--- src/rtl/axi_ame_rd.sv ---
// axi_ame_rd: AXI4 INCR burst-read engine that fetches a contiguous word block
// into a credit-managed FIFO and streams it to AME compute logic.
module axi_ame_rd #(
    parameter int MAX_BURST  = 16,
    parameter int FIFO_DEPTH = 64
) (
    input  logic        m_axi_aclk,
    input  logic        m_axi_areset,
    input  logic        cmd_start,
    input  logic [31:0] cmd_addr,
    input  logic [15:0] cmd_len,
    output logic [31:0] m_axi_araddr,
    output logic [7:0]  m_axi_arlen,
    output logic [2:0]  m_axi_arsize,
    output logic [1:0]  m_axi_arburst,
    output logic        m_axi_arlock,
    output logic [3:0]  m_axi_arcache,
    output logic [2:0]  m_axi_arprot,
    output logic [3:0]  m_axi_arqos,
    output logic        m_axi_arvalid,
    input  logic        m_axi_arready,
    input  logic [31:0] m_axi_rdata,
    input  logic [1:0]  m_axi_rresp,
    input  logic        m_axi_rlast,
    input  logic        m_axi_rvalid,
    output logic        m_axi_rready,
    output logic [31:0] rd_data,
    output logic        rd_last,
    output logic        rd_valid,
    input  logic        rd_ready,
    output logic        ame_rd_run,
    output logic        ame_rd_done,
    output logic        ame_rd_error
);
    localparam int AW = $clog2(FIFO_DEPTH);
    localparam logic [16:0] MAXB = 17'(MAX_BURST);
    localparam logic [AW:0] DEPTH = (AW + 1)'(FIFO_DEPTH);

    typedef enum logic [1:0] {IDLE, ADDR, WAIT, FLUSH} state_e;

    state_e state_q, state_d;
    logic [31:0] addr_q, addr_d, raddr_q, raddr_d;
    logic [15:0] req_q, req_d, rrem_q, rrem_d;
    logic [16:0] beat_q, beat_d, ar_blen, r_blen;
    logic [AW:0] out_q, out_d, cnt_q, cnt_d, free;
    logic [AW-1:0] wp_q, rp_q;
    logic run_q, run_d, done_q, done_d, err_q, err_d, en_q;
    logic r_end, r_cmd_last, push, pop, ar_hs, fin;
    logic unused_lsb;
    logic [32:0] mem [FIFO_DEPTH];

    // The split depends only on address and words left, so the R side replays
    // it to know where every rlast and the final command word must fall.
    function automatic logic [16:0] burst_len(input logic [9:0] w, input logic [15:0] rem);
        logic [16:0] page, m;
        page = 17'(11'd1024 - {1'b0, w});
        m = ({1'b0, rem} < MAXB) ? {1'b0, rem} : MAXB;
        return (page < m) ? page : m;
    endfunction

    assign ar_blen = burst_len(addr_q[11:2], req_q);
    assign r_blen = burst_len(raddr_q[11:2], rrem_q);
    assign free = DEPTH - cnt_q - out_q;
    assign m_axi_arvalid = (state_q == ADDR) && ({{(16 - AW){1'b0}}, free} >= ar_blen);
    assign m_axi_araddr = (state_q == ADDR) ? addr_q : '0;
    assign m_axi_arlen = (state_q == ADDR) ? 8'(ar_blen - 17'd1) : '0;
    assign m_axi_arsize = 3'd2;
    assign m_axi_arburst = 2'b01;
    assign m_axi_arlock = 1'b0;
    assign m_axi_arcache = 4'b0011;
    assign m_axi_arprot = 3'd0;
    assign m_axi_arqos = 4'd0;
    assign m_axi_rready = en_q && (cnt_q != DEPTH);
    assign rd_valid = cnt_q != '0;
    assign rd_data = rd_valid ? mem[rp_q][31:0] : '0;
    assign rd_last = rd_valid && mem[rp_q][32];
    assign push = m_axi_rvalid && m_axi_rready;
    assign pop = rd_valid && rd_ready;
    assign ar_hs = m_axi_arvalid && m_axi_arready;
    assign fin = pop && rd_last && (state_q == WAIT || state_q == FLUSH);
    assign r_end = (beat_q + 17'd1) == r_blen;
    assign r_cmd_last = r_end && ({1'b0, rrem_q} == r_blen);
    assign ame_rd_run = run_q;
    assign ame_rd_done = done_q;
    assign ame_rd_error = err_q;
    assign unused_lsb = ^cmd_addr[1:0];

    always_comb begin
        state_d = state_q;
        addr_d = addr_q;
        req_d = req_q;
        raddr_d = raddr_q;
        rrem_d = rrem_q;
        beat_d = beat_q;
        run_d = run_q;
        err_d = err_q;
        done_d = 1'b0;
        out_d = out_q + (ar_hs ? ar_blen[AW:0] : '0) - (AW + 1)'(push);
        cnt_d = cnt_q + (AW + 1)'(push) - (AW + 1)'(pop);
        if (push) begin
            err_d = err_q || (m_axi_rresp != 2'b00) || (m_axi_rlast != r_end) || (rrem_q == '0);
            beat_d = r_end ? '0 : beat_q + 17'd1;
            raddr_d = r_end ? raddr_q + {13'd0, r_blen, 2'b00} : raddr_q;
            rrem_d = r_end ? rrem_q - r_blen[15:0] : rrem_q;
        end
        case (state_q)
            IDLE: begin
                if (cmd_start && cmd_len == '0) done_d = 1'b1;
                else if (cmd_start) begin
                    addr_d = {cmd_addr[31:2], 2'b00};
                    raddr_d = {cmd_addr[31:2], 2'b00};
                    req_d = cmd_len;
                    rrem_d = cmd_len;
                    beat_d = '0;
                    err_d = 1'b0;
                    run_d = 1'b1;
                    state_d = ADDR;
                end
            end
            ADDR: if (ar_hs) begin
                addr_d = addr_q + {13'd0, ar_blen, 2'b00};
                req_d = req_q - ar_blen[15:0];
                state_d = ({1'b0, req_q} == ar_blen) ? WAIT : ADDR;
            end
            WAIT: state_d = (rrem_q == '0) ? FLUSH : WAIT;
            default: ;
        endcase
        if (fin) begin
            state_d = IDLE;
            run_d = 1'b0;
            done_d = 1'b1;
        end
    end

    always_ff @(posedge m_axi_aclk or posedge m_axi_areset) begin
        if (m_axi_areset) begin
            state_q <= IDLE;
            addr_q <= '0;
            raddr_q <= '0;
            req_q <= '0;
            rrem_q <= '0;
            beat_q <= '0;
            out_q <= '0;
            cnt_q <= '0;
            wp_q <= '0;
            rp_q <= '0;
            run_q <= 1'b0;
            done_q <= 1'b0;
            err_q <= 1'b0;
            en_q <= 1'b0;
        end else begin
            state_q <= state_d;
            addr_q <= addr_d;
            raddr_q <= raddr_d;
            req_q <= req_d;
            rrem_q <= rrem_d;
            beat_q <= beat_d;
            out_q <= out_d;
            cnt_q <= cnt_d;
            wp_q <= wp_q + AW'(push);
            rp_q <= rp_q + AW'(pop);
            run_q <= run_d;
            done_q <= done_d;
            err_q <= err_d;
            en_q <= 1'b1;
        end
    end

    always_ff @(posedge m_axi_aclk) begin
        if (push) mem[wp_q] <= {r_cmd_last, m_axi_rdata};
    end
endmodule

--- config.mk ---
export PLATFORM = sky130hd
export DESIGN_NAME = axi_ame_rd
export DESIGN_NICKNAME = d
export VERILOG_FILES = /design/src/rtl/axi_ame_rd.sv
export SDC_FILE = /design/constraint.sdc
export NUM_CORES = 2
export LEC_CHECK = 0
export CORE_UTILIZATION = 50
export DETAILED_ROUTE_END_ITERATION = 8
export PLACE_DENSITY = 0.62
export SETUP_SLACK_MARGIN = 0.02
export SYNTH_ARGS = -nofsm -noshare
export SYNTH_HDL_FRONTEND = slang
export SYNTH_SLANG_ARGS = --single-unit
--- constraint.sdc ---
create_clock -name m_axi_aclk -period 8.8 [get_ports m_axi_aclk]
set_input_delay 1.76 -clock m_axi_aclk [delete_from_list [all_inputs] [get_ports m_axi_aclk]]
set_output_delay 1.76 -clock m_axi_aclk [all_outputs]
set_load 0.02 [all_outputs]
### Word level (Yosys, flattened, before mapping)

Memory sizes are Yosys's and may differ from the RTL's.
Index checks and enable logic that the tools add are counted.

| operators by class | value |
|---|---|
| shift-type cells | 0 |
| equal/unequal tests | 15 |
| div/mod/pow operators | 0 |
| $add $sub $neg | 16 |
| muxes and demuxes | 51 |
| reduce and logical (&&, ||, !) cells | 26 |
| $mul | 0 |
| $lt $le $gt $ge | 5 |
| bitwise gates (word level) | 0 |

Operators by type and width:

| cell | number |
|---|---|
| 32-bit 2-to-1 mux | 10 |
| 16-bit 2-to-1 mux | 10 |
| 17-bit 2-to-1 mux | 7 |
| 32-bit by 19-bit adder with 32-bit output | 2 |
| 32-bit one-hot mux with 2 select lines | 1 |
| 16-bit by 17-bit == test with 1-bit output | 2 |
| 17-bit by 16-bit < comparator with 1-bit output | 2 |
| 16-bit zero test | 2 |
| 16-bit by 5-bit < comparator with 1-bit output (second input constant) | 2 |
| 16-bit one-hot mux with 2 select lines | 1 |
| 16-bit subtractor | 2 |
| 11-bit by 10-bit subtractor with 12-bit output (first input constant) | 2 |
| 17-bit by 1-bit adder with 17-bit output (second input constant) | 1 |
| 17-bit == test | 1 |
| 7-bit by 17-bit >= comparator with 1-bit output | 1 |
| 1-bit 2-to-1 mux | 14 |
| 7-bit by 1-bit subtractor with 7-bit output | 2 |
| 6-bit by 1-bit adder with 6-bit output | 2 |
| 1-bit logical AND | 10 |
| 2-bit 2-to-1 mux | 5 |
| 3-bit != test (second input constant) | 3 |
| 8-bit 2-to-1 mux | 1 |
| 2-bit != test (second input constant) | 4 |
| 4-bit AND reduction | 2 |
| 17 further kinds | 24 |

| storage, ports and cells | value |
|---|---|
| input bits | 89 |
| bits in writable memories | 2112 |
| latch bits | 0 |
| ROM bits | 0 |
| memories | 1 |
| logic and storage cells | 128 |
| bits in registers | 145 |
| output and inout bits | 96 |

Memories:

| name | depth | bits a word | read ports | clocked after memory_dff | wr ports | line | RTL |
|---|---|---|---|---|---|---|---|
| mem | 64 | 33 | 1 | 0 | 1 | 50 | `logic [32:0] mem [FIFO_DEPTH];` |

### Logic depth before layout (Yosys ltp)

| depth | value |
|---|---|
| word-level depth | 12 |
| gate-level depth with buffers | 33 |
| mapped depth without buffers | 32 |

### Worst setup path after synthesis

No wires, ideal clock.

| path | value |
|---|---|
| kind | register to register |
| start | register raddr_q[5] |
| end | memory mem[0][32] (data pin) |
| data required time | 7.936 ns |
| setup time | 0.864 ns |
| arrival time | 6.523 ns |
| clock period less this slack | 7.387 ns |
| buffers on the path | 0 |
| slack | 1.413 ns |
| cell stages (with the launch flop) | 16 |
| cell sequence | dfrtp_1 nor4_1 a21boi_0 nand2b_1 inv_1 ha_1 a211oi_1 o21ai_0 a221o_1 nand2_2 and2_1 inv_1 ha_1 and4_1 nand2_1 nor4_1 |

| between the ends | value |
|---|---|
| word-level cells in the longest chain between the ends | 5 |
| elaborated cells on any way between the ends | 6 |
| classes of those cells | 1 x add/sub; 1 x order compare; 2 x eq/ne; 1 x mux; 1 x reduce/logical |

Ends and longest elaborated chain:

| item | line | RTL |
|---|---|---|
| start: declaration | 42 | `logic [31:0] addr_q, addr_d, raddr_q, raddr_d;` |
| start signal: assignment | 154 | `raddr_q <= raddr_d;` |
| 11-bit by 10-bit subtractor with 12-bit output (*) | 56 | `page = 17'(11'd1024 - {1'b0, w});` |
| 17-bit by 16-bit < comparator with 1-bit output | 58 | `return (page < m) ? page : m;` |
| 17-bit 2-to-1 mux (*) | 58 |  |
| 17-bit == test / 16-bit by 17-bit == test with 1-bit output (equally long branches) | 81, 82 |  |
| 1-bit logical AND (*) | 82 | `assign r_cmd_last = r_end && ({1'b0, rrem_q} == r_blen);` |
| net r_cmd_last | 48 | `logic r_end, r_cmd_last, push, pop, ar_hs, fin;` |
| end: declaration | 50 |  |

The timed path passes the listed nets; every way through them passes the cells marked *.

### Final worst setup path

| path | value |
|---|---|
| start | register addr_q[5] |
| end | output m_axi_arvalid |

| between the ends | value |
|---|---|
| word-level cells in the longest chain between the ends | 5 |

Ends and longest elaborated chain:

| item | line | RTL |
|---|---|---|
| start: declaration | 42 |  |
| start signal: assignment | 153 | `addr_q <= addr_d;` |
| 11-bit by 10-bit subtractor with 12-bit output (*) | 56 |  |
| 17-bit by 16-bit < comparator with 1-bit output | 58 |  |
| 17-bit 2-to-1 mux (*) | 58 |  |
| 7-bit by 17-bit >= comparator with 1-bit output (*) | 64 | `assign m_axi_arvalid = (state_q == ADDR) && ({{(16 - AW){1'b0}}, free} >= ar_blen);` |
| 1-bit logical AND (*) | 64 |  |
| end: declaration | 20 | `output logic m_axi_arvalid,` |

Mark *: on every way between the ends. The rest lies on a longest branch, timed or not.

==> results.py <==
metrics = {
    "pwr": {
        "comb_power_share_pct": 37.9,
        "pwr_density_cell_nw_per_um2": 337,
        "p_leak_nw": 33.7,
        "p_switching_mw": 11.6,
        "internal_power_mw": 23.4,
        "pwr-share-seq_pct": 35.8,
        "ir_drop_uv": 276,
        "p_clk_share_pct": 26.3,
        "switching_share_pct": 33.2,
    },
    "floorplan": {
        "initial_utilization_pct": 50.5,
        "dieArea_um2": 185000,
        "core_area_um2": 181000,
        "die_y_um": 430,
        "pin_count": 185,
        "row_count": 156,
        "dieWidth_um": 430,
    },
    "final_layout": {
        "drive_gt1_share_pct": 25.3,
        "multiInputGateArea_um2": 24500,
        "final_area_um2": 104000,
        "ff_latch_area_um2": 66500,
        "fill_cells": 13300,
        "fin_nets": 5021,
        "areaGrowthSynthToFinish_pct": 13.5,
    },
    "detailed_routing": {
        "dr.pass1.iters": 5,
        "drc": 0,
        "vias": 45400,
        "wl_per_cell_um": 30.8,
        "viasPerCell": 6.16,
        "drt_iter0_drc": 4756,
        "wirelength_um": 227000,
        "antenna_left": 0,
    },
    "synth": {
        "yosys_warnings": 0,
        "netlist_top_cells_area": "edfxtp_1 69%, mux4_2 17%, dfrtp_1 3.3%",
        "post-synth-top-count-cell": "edfxtp_1",
        "synth-edff-count": 2112,
        "yosysSeqAreaShare_pct": 72.5,
        "ys_seq_elements": 2233,
        "synth_ff_type": "edfxtp_1",
        "async_reset_ff_share_pct": 5.42,
        "synth_top_area_share_pct": 69.2,
        "yosys.area.top_type": "edfxtp_1",
        "ys_types": 87,
        "synth.avg_cell_area_um2": 20.5,
        "syn_inst": 4477,
        "netlist_top_cells_count": "2112 x edfxtp_1, 693 x mux4_2, 173 x nor2_1",
        "netlist_area_um2": 91600,
    },
    "global_route": {
        "grt_max_degree": 131,
        "grt_pass1_vias": 45900,
        "antenna_found_initial": 42,
        "grt_pass1_wl_um": 329000,
        "track_usage_pct": 24.9,
        "grt_overflow": 0,
    },
    "worst_setup_path": {
        "crit_buf_inv": 2,
        "cp_slowest_cell": "or3b_2",
        "worstPathCellList": "or3_1, or3b_2, nor3_1, xnor2_1, ha_1, nand4_1, o31a_1, a21oi_1, nand2b_1, o21a_1, inv_1, ha_1, a21o_1, a21o_1, a211o_1, o221a_2, o21a_1, clkdlybuf4s50_1",
        "critical_path_arrival_ns": 6.60,
        "cp_max_fo": 7,
        "endpoint_kind": "output port",
        "crit_path_start_kind": "flip-flop",
        "timing.rr.end": "out_q[6]$_DFF_PP0_",
        "cp.depth": 18,
        "crit-reg2reg-launch": "addr_q[5]$_DFFE_PP0P_",
        "crit_family": "compound AO/OA/AOI/OAI gates",
        "worstRegToRegCells": 29,
        "worst-setup-path-type": "flip-flop to output port",
        "crit_start": "addr_q[5]$_DFFE_PP0P_",
        "endpoint": "m_axi_arvalid",
        "r2r_slack_ns": 1.64,
        "required_ns": 7.04,
        "cpPeakStageDelay_ns": 0.55,
    },
    "clocking": {
        "numCtsBuffers": 221,
        "clock_latency_ns": 0.87,
        "clkSlewWorstSetupHoldPaths_ns": 0.06,
        "post-cts-setup-buffers": 0,
        "ctsHoldBuffers": 0,
        "tritoncts": "yes",
        "htreeDepth": 4,
        "cts_resized": 0,
        "cts.sinks": 2233,
        "max-clock-path-buffers": 3,
        "cts_root_buffer": "clkbuf_16",
    },
    "placement": {
        "place_area_um2": 96900,
        "dp.final_hpwl_um": 136000,
        "gp_congestion": 0.886,
        "io_buffers": 163,
    },
    "flow_run": {
        "cap_violations": 0,
    },
    "sta": {
        "max_freq_mhz": 120,
        "relSlewSlack_pct": 15.1,
        "period_minus_slack_ns": 8.36,
        "grt_setup_unrepaired": "no",
        "setup_viol": 0,
        "finalHoldViolCount": 0,
        "drv_slew": 0,
        "skew_ns": 0.0554,
        "fin_crit_sh_pct": 95.0,
        "fin_setup_tns_ns": 0,
        "worst_pin_slew_ns": 1.27,
    },
    "outcome": {
        "outcome": "complete, no violations",
    },
    "worst_hold_path": {
        "hp-class": "flip-flop to flip-flop",
        "hold_depth": 1,
        "min_from": "addr_q[28]$_DFFE_PP0P_",
    },
}
==> layout make-up <==
| type | instances | share of cell area, % |
|---|---|---|
| antenna | 19 | 0.0457 |
| timing repair buffer | 288 | 2.52 |
| clock buffer | 276 | 5.57 |
| tap | 2370 | 2.85 |
| sequential | 2233 | 63.9 |
| inverter | 95 | 0.348 |
| clock inverter | 133 | 1.20 |
| multi-input combinational | 1961 | 23.6 |
==> cell families after synthesis <==
kind of cell,after synthesis,share of synthesized area [%]
fa+ha+maj,132,1.86
compound gates,350,2.45
flops,2233,72.5
mux,717,17.3
simple gates,611,3.38
buf+inv,326,1.45
other cells,2,0.00820
xor+xnor,106,1.01
==> sequential cells by signal (all words and copies together), names as in the netlist <==
signal,flops
addr_q,30
ame_rd_done,1
ame_rd_error,1
ame_rd_run,1
beat_q,17
cnt_q,7
en_q,1
mem,2112
out_q,7
raddr_q,10
req_q,16
rp_q,6
rrem_q,16
state_q,2
wp_q,6
==> stage by stage <==
stage          power (mW)  hold WS, ns  util, %  instances  setup slack, ns
6_report             35.0        0.505     57.3       7375            0.443
5_1_grt              36.6        0.539     57.3       7374           0.0899
4_1_cts              35.3        0.503     57.3       7356            0.404
3_5_place_dp         26.1        0.494     53.4       6947             1.32
3_3_place_gp         26.0        0.482     53.4       6947             1.37
2_1_floorplan        21.7        0.454        -       4520             1.41
==> worst min path at each step <==
stage | endpoint | slack, ns
5_1_grt | addr_q[30]$_DFFE_PP0P_ | 0.54
4_1_cts | addr_q[28]$_DFFE_PP0P_ | 0.50
3_5_place_dp | addr_q[28]$_DFFE_PP0P_ | 0.49
2_1_floorplan | addr_q[28]$_DFFE_PP0P_ | 0.45
6_report | addr_q[28]$_DFFE_PP0P_ | 0.50
3_3_place_gp | addr_q[28]$_DFFE_PP0P_ | 0.48
==> routing by layer <==
layer,vias to the layer above,part of all wire (%),global-route usage [%]
met5,-,0.015,0
met3,349,5.7,3.41
met1,24400,41,34.3
li1,19200,-,-
met4,4,3.1,8.64
met2,1512,50,41.0
==> cells in the final DEF, fill, tap and decap left out, types with 11 or more instances in the layout <==
| master | Yosys | routed |
|---|---|---|
| nand2_1 | 136 | 136 |
| and3_1 | 11 | 11 |
| dfrtp_1 | 121 | 115 |
| mux2i_1 | 22 | 22 |
| diode_2 | 0 | 19 |
| a211oi_1 | 11 | 11 |
| xor2_1 | 40 | 40 |
| nor3_1 | 38 | 38 |
| o21bai_1 | 11 | 11 |
| nand3_1 | 43 | 43 |
| nor2_1 | 173 | 109 |
| nor2_4 | 0 | 64 |
| o21ai_0 | 83 | 83 |
| clkdlybuf4s50_1 | 0 | 131 |
| o21a_1 | 18 | 18 |
| nand2b_1 | 16 | 15 |
| clkinv_1 | 1 | 58 |
| bufinv_16 | 0 | 18 |
| buf_2 | 16 | 32 |
| or3_1 | 15 | 15 |
| inv_1 | 94 | 93 |
| nor2b_1 | 13 | 13 |
| conb_1 | 2 | 45 |
| mux4_2 | 693 | 693 |
| a21o_1 | 24 | 24 |
| and2_1 | 67 | 66 |
| nor4_1 | 18 | 17 |
| ha_1 | 125 | 124 |
| edfxtp_1 | 2112 | 2112 |
| buf_4 | 19 | 108 |
| a21oi_1 | 99 | 99 |
| clkbuf_16 | 0 | 222 |
| buf_12 | 0 | 17 |
| clkinv_2 | 0 | 39 |
| xnor2_1 | 66 | 66 |
| nand4_1 | 16 | 16 |
| clkbuf_1 | 136 | 51 |
==> power by group through the flow <==
stage | clock network [mW] | registers [mW] | logic (mW)
2_1_floorplan | 0 | 12.4 | 9.23
3_3_place_gp | 0 | 12.8 | 13.3
3_5_place_dp | 0 | 12.8 | 13.4
4_1_cts | 9.38 | 12.6 | 13.4
5_1_grt | 9.76 | 12.6 | 14.3
6_report | 9.21 | 12.6 | 13.3
(Power assumes the default switching activity.)
